**config.mk**
```make
export PLATFORM = sky130hd
export DESIGN_NAME = floating_point_mul
export DESIGN_NICKNAME = d
export VERILOG_FILES = /design/src/rtl/fp32_pkg.sv /design/src/rtl/fp32_classify.sv /design/src/rtl/floating_point_mul.sv
export SDC_FILE = /design/constraint.sdc
export NUM_CORES = 2
export LEC_CHECK = 0
export BUFFER_PORTS_ARGS = -buffer_cell sky130_fd_sc_hd__buf_4
export CORE_MARGIN = 2
export CORE_UTILIZATION = 44
export CTS_CLUSTER_SIZE = 20
export DETAILED_ROUTE_END_ITERATION = 7
export SLEW_MARGIN = 0
export SYNTH_ARGS = -nofsm -noshare
export SYNTH_HDL_FRONTEND = slang
export SYNTH_SLANG_ARGS = --single-unit
```
**constraint.sdc**
```tcl
create_clock -name clk -period 2.3 [get_ports clk]
set_clock_uncertainty 0.1 [all_clocks]
set_input_delay 0.115 -clock clk [delete_from_list [all_inputs] [get_ports clk]]
set_output_delay 0.115 -clock clk [all_outputs]
set_load 0.02 [all_outputs]
```
**src/rtl/fp32_pkg.sv**
```systemverilog
// Shared binary32 constants and the operand-class type for the floating-point datapath.
package fp32_pkg;

   localparam logic [9:0]  EXP_BIAS = 10'd127;
   localparam logic [7:0]  EXP_MAX  = 8'd255;
   localparam logic [31:0] QNAN     = 32'h7FC00000;
   localparam logic [31:0] POS_INF  = 32'h7F800000;

   typedef enum logic [2:0] {
      ZERO,
      SUB,
      NORMAL,
      INF,
      NAN
   } fp_class_t;

endpackage

```
**src/rtl/fp32_classify.sv**
```systemverilog
// Combinational binary32 operand decoder: class, sign, biased exponent and
// significand (hidden bit set only for normal operands).
module fp32_classify
   import fp32_pkg::*;
(
   input  logic [31:0] value,
   output fp_class_t   cls,
   output logic        sign,
   output logic [7:0]  expo,
   output logic [23:0] sig
);

   logic [22:0] frac;

   always_comb begin
      frac = value[22:0];
      sign = value[31];
      expo = value[30:23];
      sig  = {1'b0, frac};
      cls  = NORMAL;
      if (expo == '0) begin
         cls = (frac == '0) ? ZERO : SUB;
      end else if (expo == EXP_MAX) begin
         cls = (frac == '0) ? INF : NAN;
      end else begin
         sig = {1'b1, frac};
      end
   end

endmodule

```
**src/rtl/floating_point_mul.sv**
```systemverilog
// binary32 multiplier, round-to-nearest-even, flush-to-zero, overflow flag.
// Define FP_MUL_INPUT_REG_EN to register a/b/in_valid first (latency 2 instead of 1).
module floating_point_mul
   import fp32_pkg::*;
(
   input  logic        clk,
   input  logic        rst,
   input  logic        in_valid,
   input  logic [31:0] a,
   input  logic [31:0] b,
   output logic        out_valid,
   output logic [31:0] result,
   output logic        overflow
);

   logic        op_valid;
   logic [31:0] op_a;
   logic [31:0] op_b;

`ifdef FP_MUL_INPUT_REG_EN
   always_ff @(posedge clk or posedge rst) begin
      if (rst) begin
         op_valid <= 1'b0;
         op_a     <= '0;
         op_b     <= '0;
      end else begin
         op_valid <= in_valid;
         op_a     <= a;
         op_b     <= b;
      end
   end
`else
   assign op_valid = in_valid;
   assign op_a     = a;
   assign op_b     = b;
`endif

   fp_class_t   cls_a, cls_b;
   logic        sa, sb;
   logic [7:0]  ea, eb;
   logic [23:0] ma, mb;

   fp32_classify u_class_a (.value(op_a), .cls(cls_a), .sign(sa), .expo(ea), .sig(ma));
   fp32_classify u_class_b (.value(op_b), .cls(cls_b), .sign(sb), .expo(eb), .sig(mb));

   logic               sign;
   logic [47:0]        prod;
   logic signed [9:0]  exp_sum, exp_norm, exp_fin;
   logic [22:0]        frac_n;
   logic               guard, sticky;
   logic [24:0]        rounded;
   logic [31:0]        res_next;
   logic               other_ok;
   logic               ovf_next;

   always_comb begin
      sign    = sa ^ sb;
      prod    = {24'd0, ma} * {24'd0, mb};
      exp_sum = $signed({2'b00, ea} + {2'b00, eb} - EXP_BIAS);

      if (prod[47]) begin
         frac_n   = prod[46:24];
         guard    = prod[23];
         sticky   = |prod[22:0];
         exp_norm = exp_sum + 10'sd1;
      end else begin
         frac_n   = prod[45:23];
         guard    = prod[22];
         sticky   = |prod[21:0];
         exp_norm = exp_sum;
      end

      // A carry out of rounding leaves the fraction bits all zero, so only the exponent moves.
      rounded = {2'b01, frac_n} + {24'd0, guard & (sticky | frac_n[0])};
      exp_fin = exp_norm + $signed({9'd0, rounded[24]});

      if (cls_a == NAN || cls_b == NAN) begin
         res_next = QNAN;
      end else if ((cls_a == INF && cls_b == ZERO) || (cls_b == INF && cls_a == ZERO)) begin
         res_next = QNAN;
      end else if (cls_a == INF || cls_b == INF) begin
         res_next = {sign, POS_INF[30:0]};
      end else if (cls_a inside {ZERO, SUB} || cls_b inside {ZERO, SUB}) begin
         res_next = '0;
      end else if (exp_fin >= 10'sd255) begin
         res_next = {sign, POS_INF[30:0]};
      end else if (exp_fin <= 10'sd0) begin
         res_next = '0;
      end else begin
         res_next = {sign, exp_fin[7:0], rounded[22:0]};
      end

      if (ea == EXP_MAX)      other_ok = (eb != '0);
      else if (eb == EXP_MAX) other_ok = (ea != '0);
      else                    other_ok = (ea != '0) && (eb != '0);

      ovf_next = (res_next[30:23] == EXP_MAX) && !(ea == EXP_MAX && eb == EXP_MAX) && other_ok;
   end

   always_ff @(posedge clk or posedge rst) begin
      if (rst) begin
         out_valid <= 1'b0;
         result    <= '0;
         overflow  <= 1'b0;
      end else begin
         out_valid <= op_valid;
         if (op_valid) begin
            result   <= res_next;
            overflow <= ovf_next;
         end
      end
   end

endmodule

```
* Yosys cells after proc, flatten, opt, wreduce, memory -nomap -nowiden
Index checks and enable logic that the tools add are counted.
** Operators by class
- Add/sub/neg operators :: 5
- Multipliers :: 1
- Divide/modulo/power cells :: 0
- $lt $le $gt $ge :: 2
- Equality and inequality tests :: 9
- Shifts and indexed selects :: 0
- Mux-type cells :: 24
- Bitwise gates (word level) :: 3
- Reduce and logical (&&, ||, !) cells :: 23
** Operators with widths (count)
- 2-to-1 mux 32 bit :: 6
- 2-to-1 mux 24 bit :: 4
- multiplier 24 x 24 -> 48 bit :: 1
- zero test 23 bit :: 2
- adder 24 x 1 -> 25 bit :: 1
- equality test 8 bit, second input constant :: 3
- 2-to-1 mux 23 bit :: 1
- OR reduction 23 bit :: 1
- OR reduction 22 bit :: 1
- 2-to-1 mux 3 bit :: 6
- zero test 8 bit :: 2
- nonzero test 8 bit :: 2
- adder 10 x 2 -> 10 bit :: 1
- adder 10 x 2 -> 10 bit, second input constant :: 1
- >= comparator 10 x 9 -> 1 bit, second input constant :: 1
- <= comparator 10 x 1 -> 1 bit, second input constant :: 1
- 2-to-1 mux 10 bit :: 1
- subtractor 9 x 7 -> 10 bit, second input constant :: 1
- adder 8 x 8 -> 9 bit :: 1
- equality test 3 x 1 -> 1 bit, second input constant :: 2
- equality test 3 x 2 -> 1 bit, second input constant :: 2
- equality test 3 bit, second input constant :: 2
- logical AND 1 bit :: 6
- zero test 3 bit :: 2
- 7 further kinds :: 16
** Word-level totals
- Register bits after elaboration :: 34
- Bits in latches :: 0
- Memory bits (writable) :: 0
- Bits in read-only memories :: 0
- Input bits :: 67
- Output and inout bits :: 34
- Word-level logic and storage cells :: 70
- Memories kept :: 0

* Longest topological paths before layout
- Depth after elaboration :: 20
- Mapped depth :: 51
- Mapped depth without buffers :: 46

* Modules after synthesis
From an unflattened synthesis, not the netlist that was laid out.
** Unflattened totals
- Cells, all modules :: 2758
- Area total of the unflattened synthesis :: 23712.7 um^2
** Modules (own cells, without submodules)
- floating_point_mul :: times used 1, cells an instance 2656, area an instance 22989.5 um^2, seq. area each 850.8 um^2
- fp32_classify :: times used 2, cells an instance 51, area an instance 361.6 um^2, seq. area each 0.0 um^2

* Worst setup path after synthesis
Ideal clock, no wire load.
- Path kind :: input -> register
- Start :: in a[29]
- End :: reg result[2]
- Library setup time :: 0.136 ns
- Arrival time :: 10.801 ns
- Data required time :: 2.064 ns
- Slack :: -8.737 ns
- Stages :: 49
- Path buffers :: 5
- Cells stage by stage :: nor4_1 -> a21oi_1 -> clkbuf_1 -> and2_1 -> fa_1 -> fa_1 -> fa_1 -> inv_1 -> fa_1 -> inv_1 -> fa_1 -> inv_1 -> fa_1 -> inv_1 -> fa_1 -> ha_1 -> buf_2 -> and3_1 -> [13 not listed] -> nand3_1 -> or3b_1 -> nand4bb_1 -> nor2_1 -> ha_1 -> ha_1 -> nand3_1 -> or2_1 -> nor2_1 -> a221o_1 -> a2111oi_4 -> a21o_1 -> xnor2_1 -> nor4b_1 -> a41oi_4 -> nand4_4 -> buf_4 -> o22ai_1
** On the way
- Longest elaborated chain between the ends :: 16
- Elaborated cells between the ends (all ways) :: 39
- Classes of those cells :: add/sub (5); mul (1); order compare (2); eq/ne (4); mux (14); bitwise (2); reduce/logical (11)
** RTL lines
- start, declared :: RTL line floating_point_mul.sv:9 : input logic [31:0] a,
- zero test 8 bit / equality test 8 bit (equally long branches) :: RTL line fp32_classify.sv:21, fp32_classify.sv:23
- 2-to-1 mux 24 bit, on equally long branches :: RTL line fp32_classify.sv:21, fp32_classify.sv:23
- multiplier 24 x 24 -> 48 bit / 2-to-1 mux 24 bit (equally long branches) :: RTL line floating_point_mul.sv:58, fp32_classify.sv:21
- OR reduction 23 bit, or another cell as far along :: RTL line floating_point_mul.sv:64 : sticky = |prod[22:0];
- 2-to-1 mux 1 bit / 2-to-1 mux 23 bit (equally long branches) :: RTL line floating_point_mul.sv:61 : if (prod[47]) begin
- bitwise OR 1 bit :: RTL line floating_point_mul.sv:74 : rounded = {2'b01, frac_n} + {24'd0, guard & (sticky | frac_n[0])};
- AND 1 bit :: RTL line floating_point_mul.sv:74
- adder 24 x 1 -> 25 bit :: RTL line floating_point_mul.sv:74
- adder 10 x 2 -> 10 bit :: RTL line floating_point_mul.sv:75 : exp_fin = exp_norm + $signed({9'd0, rounded[24]});
- <= comparator 10 x 1 -> 1 bit :: RTL line floating_point_mul.sv:87 : end else if (exp_fin <= 10'sd0) begin
- 2-to-1 mux 32 bit :: RTL line floating_point_mul.sv:87
- 2-to-1 mux 32 bit :: RTL line floating_point_mul.sv:85 : end else if (exp_fin >= 10'sd255) begin
- 2-to-1 mux 32 bit :: RTL line floating_point_mul.sv:83 : end else if (cls_a inside {ZERO, SUB} || cls_b inside {ZERO, SUB}) begin
- 2-to-1 mux 32 bit :: RTL line floating_point_mul.sv:81 : end else if (cls_a == INF || cls_b == INF) begin
- 2-to-1 mux 32 bit :: RTL line floating_point_mul.sv:79 : end else if ((cls_a == INF && cls_b == ZERO) || (cls_b == INF && cls_a == ZERO)) begin
- 2-to-1 mux 32 bit (*) :: RTL line floating_point_mul.sv:77 : if (cls_a == NAN || cls_b == NAN) begin
- end signal, assigned :: RTL line floating_point_mul.sv:108 : result <= res_next;
- end, declared :: RTL line floating_point_mul.sv:12 : output logic [31:0] result,
Mark *: on every way between the ends. The rest lies on a longest branch, timed or not.
A chain may end at the register's enable or synchronous reset.

* Final worst setup path
- Start :: in a[24]
- End :: reg result[13]
Same word-level chain as after synthesis.

==> results.py <==
metrics = {
    "run_status": {
        "status": "finished with violations",
        "failed_checks": "setup timing",
    },
    "logic_synthesis": {
        "synth_edf_count": 0,
        "netlist_top_cells_count": "561 x inv_1, 483 x fa_1, 457 x nand2_1",
        "synth_ff_type": "dfrtp_1",
        "yosysTopAreaCell": "fa_1",
        "ys_ff_latch": 34,
        "avgSynthCellArea_sq_um": 8.419,
        "async_flop_share_pct": 100.0,
        "synth_warnings": 0,
        "yosysSeqAreaShare_pct": 3.702,
        "syn_nets": 3473,
        "syn-cell-area_sq_mm": 0.02298,
        "netlist_top_cells_area": "fa_1 42%, ha_1 11%, inv_1 9.2%, nand2_1 7.5%, and2_1 5.9%",
        "synth_cell_types": 95,
        "synth_most_common_cell": "inv_1",
        "yosysTopAreaCellShare_pct": 42.07,
        "postSynthCellCount": 2730,
    },
    "setup_path": {
        "r2r_cells": 2,
        "r2r_end": "result[22]$_DFFE_PP0P_",
        "cp.arrival_ns": 9.94,
        "path_max_fanout": 14,
        "crit_end": "result[13]$_DFFE_PP0P_",
        "startpoint": "a[24]",
        "path_delay_family": "simple AND/OR/NAND/NOR gates",
        "crit_path_max_incr_delay_ns": 0.56,
        "worstSetupPathType": "primary input to register",
        "r2r_setup_slack_ns": 1.38,
        "crit_path_end_kind": "register",
        "cpMaxStageDelayCell": "fa_2",
        "crit_top_cell": "fa_1",
        "r2r_start": "result[22]$_DFFE_PP0P_",
        "crit_required_ns": 2.34,
        "startpoint_type": "primary input",
        "cp.buffers_inverters": 6,
        "crit_cells": 40,
    },
    "cts": {
        "cts_buffers": 5,
        "cts_tree": "done",
        "clkTransAtPathRegs_ns": 0.05,
        "cts_root_buffer": "clkbuf_16",
        "clock_path_buffers": 2,
        "htree_levels": 2,
        "cts.sinks": 34,
        "clkLatencyLatePin_ns": 0.27,
    },
    "floorplan": {
        "die_area_sq_mm": 0.05408,
        "rows": 83,
        "die_h_um": 232.6,
        "die_width_um": 232.6,
        "initial_core_util_pct": 44.62,
        "boundaryPins": 101,
        "core_sq_mm": 0.05151,
    },
    "route": {
        "antenna_left": 0,
        "vias": 20315,
        "first_iter_violations": 1240,
        "drt_drc_violations_left": 0,
        "drt_wl_total_um": 68140,
        "dr.pass1.iters": 6,
        "vias_per_cell": 5.236,
        "wl_per_cell_um": 17.56,
    },
    "placement": {
        "dp.cells": 3855,
        "routabilityCongestion": 0.8942,
        "io_buffers": 100,
        "dp_hpwl_um": 59110,
    },
    "sta": {
        "hold_slack_ns": 0.02872,
        "fmax_mhz": 101.0,
        "grt_setup_unrepaired": "true",
        "relSlewSlack_pct": 67.61,
        "fin_ws_ns": -7.601,
        "setup_violations": 33,
        "setup_tns_ns": -248.75,
        "period_share_pct": 430.5,
        "hold_viol_final": 0,
        "finalMaxSlewViolations": 0,
        "period_needed_ns": 9.901,
        "worst_pin_slew_ns": 0.4806,
    },
    "grt": {
        "grt_start_max_net_pins": 40,
        "gr-total-overflow": 0,
        "use_met2_pct": 45.51,
        "antenna_found_initial": 2,
        "grt_usage_pct": 26.47,
        "grt_pass1_vias": 22255,
        "met1_usage_pct": 35.31,
        "use_met3_pct": 2.194,
        "grt_most_used_layer": "met2",
        "grt_pass1_wl_um": 114800,
    },
    "finish": {
        "area_growth_pct": 24.79,
        "seq_area_sq_um": 850.8,
        "fin_util_pct": 55.68,
        "final.fill_count": 4747,
        "drive_above_1_share_pct": 22.69,
        "multi_input_area_sq_mm": 0.01997,
        "final_nets": 3943,
        "layout.cells.non_filler": 3880,
    },
    "flow_run": {
        "maxCapViolCount": 0,
    },
    "worst_hold_path": {
        "hold_path.class": "primary input to register",
    },
}
-- repair_timing --
| action | CTS | global route |
|---|---|---|
| endpoints found under the hold margin | 34 | 0 |
| hold buffers | 1 | 0 |
| gates resized for setup | 34 | 42 |
| setup buffers | 8 | 9 |
| pin swaps | 16 | 13 |
| endpoints found under the setup margin | 33 | 33 |
-- cells in the final DEF, fill, tap and decap left out, types with 34 or more instances in the layout --
cell type / n
a21oi_1: 72
buf_4: 583
o21ai_0: 45
and2_1: 213
nor2_1: 66
xnor2_1: 42
dfrtp_1: 34
nand2_1: 456
fa_1: 480
ha_1: 183
nand3_1: 42
inv_1: 556
-- layer usage --
layer | wire length [um] | share of wire (%) | vias to the layer above
li1 | - | - | 9370
met1 | 29090 | 43 | 10202
met2 | 33240 | 49 | 609
met3 | 3346 | 4.9 | 132
met4 | 2457 | 3.6 | 2
met5 | 8 | 0.012 | -
-- area by class of cell --
type                            instances  area share [%]
Antenna cell                            1        0.008725
Inverter                              561           7.342
Sequential cell                        34           2.966
Multi-Input combinational cell       1993           69.61
Timing Repair Buffer                  605           16.62
Clock buffer                            6          0.4842
Tap cell                              680           2.966
-- worst min-delay path, stage by stage --
cell and delay [ns]:
buf_4 0.08, xnor2_1 0.10, o32ai_1 0.07
-- kinds of logic (layout without fill, tap and decap cells) --
family	Yosys count	in the layout	share of synthesized area, %
AO/OA/AOI/OAI	314	314	9.347
XOR/XNOR	66	66	2.646
adder cells (fa/ha/maj)	677	677	52.62
buffers and inverters	703	1172	11.64
flip-flops	34	34	3.702
multiplexers	10	10	0.5226
other	0	1	0
AND/OR/NAND/NOR	926	926	19.52
-- state kept, by name, summed over array words and instances, names as in the netlist --
register / flops
overflow: 1
out_valid: 1
result: 32
-- worst min-delay path by stage --
stage                     startpoint                endpoint  slack (ns)  cells after the start
after floorplan             in_valid     out_valid$_DFF_PP0_        0.05                      0
after global placement           rst  result[21]$_DFFE_PP0P_        0.13                      3
after detailed placement         rst  result[19]$_DFFE_PP0P_        0.15                      3
after CTS                      a[31]  result[31]$_DFFE_PP0P_        0.03                      3
after global routing           b[31]  result[31]$_DFFE_PP0P_        0.04                      3
final                          a[31]  result[31]$_DFFE_PP0P_        0.03                      3
-- stage by stage --
step	instance area, sq um	setup WS (ns)
finish	28680	-7.601
global route	28680	-7.977
CTS	28460	-7.604
detailed placement	28060	-8.358
global placement	28060	-8.178
floorplan	23250	-7.806
Power is left out: the tool's default activity adds up to more than one toggle a clock period on the data nets, which glitch-free logic cannot reach.
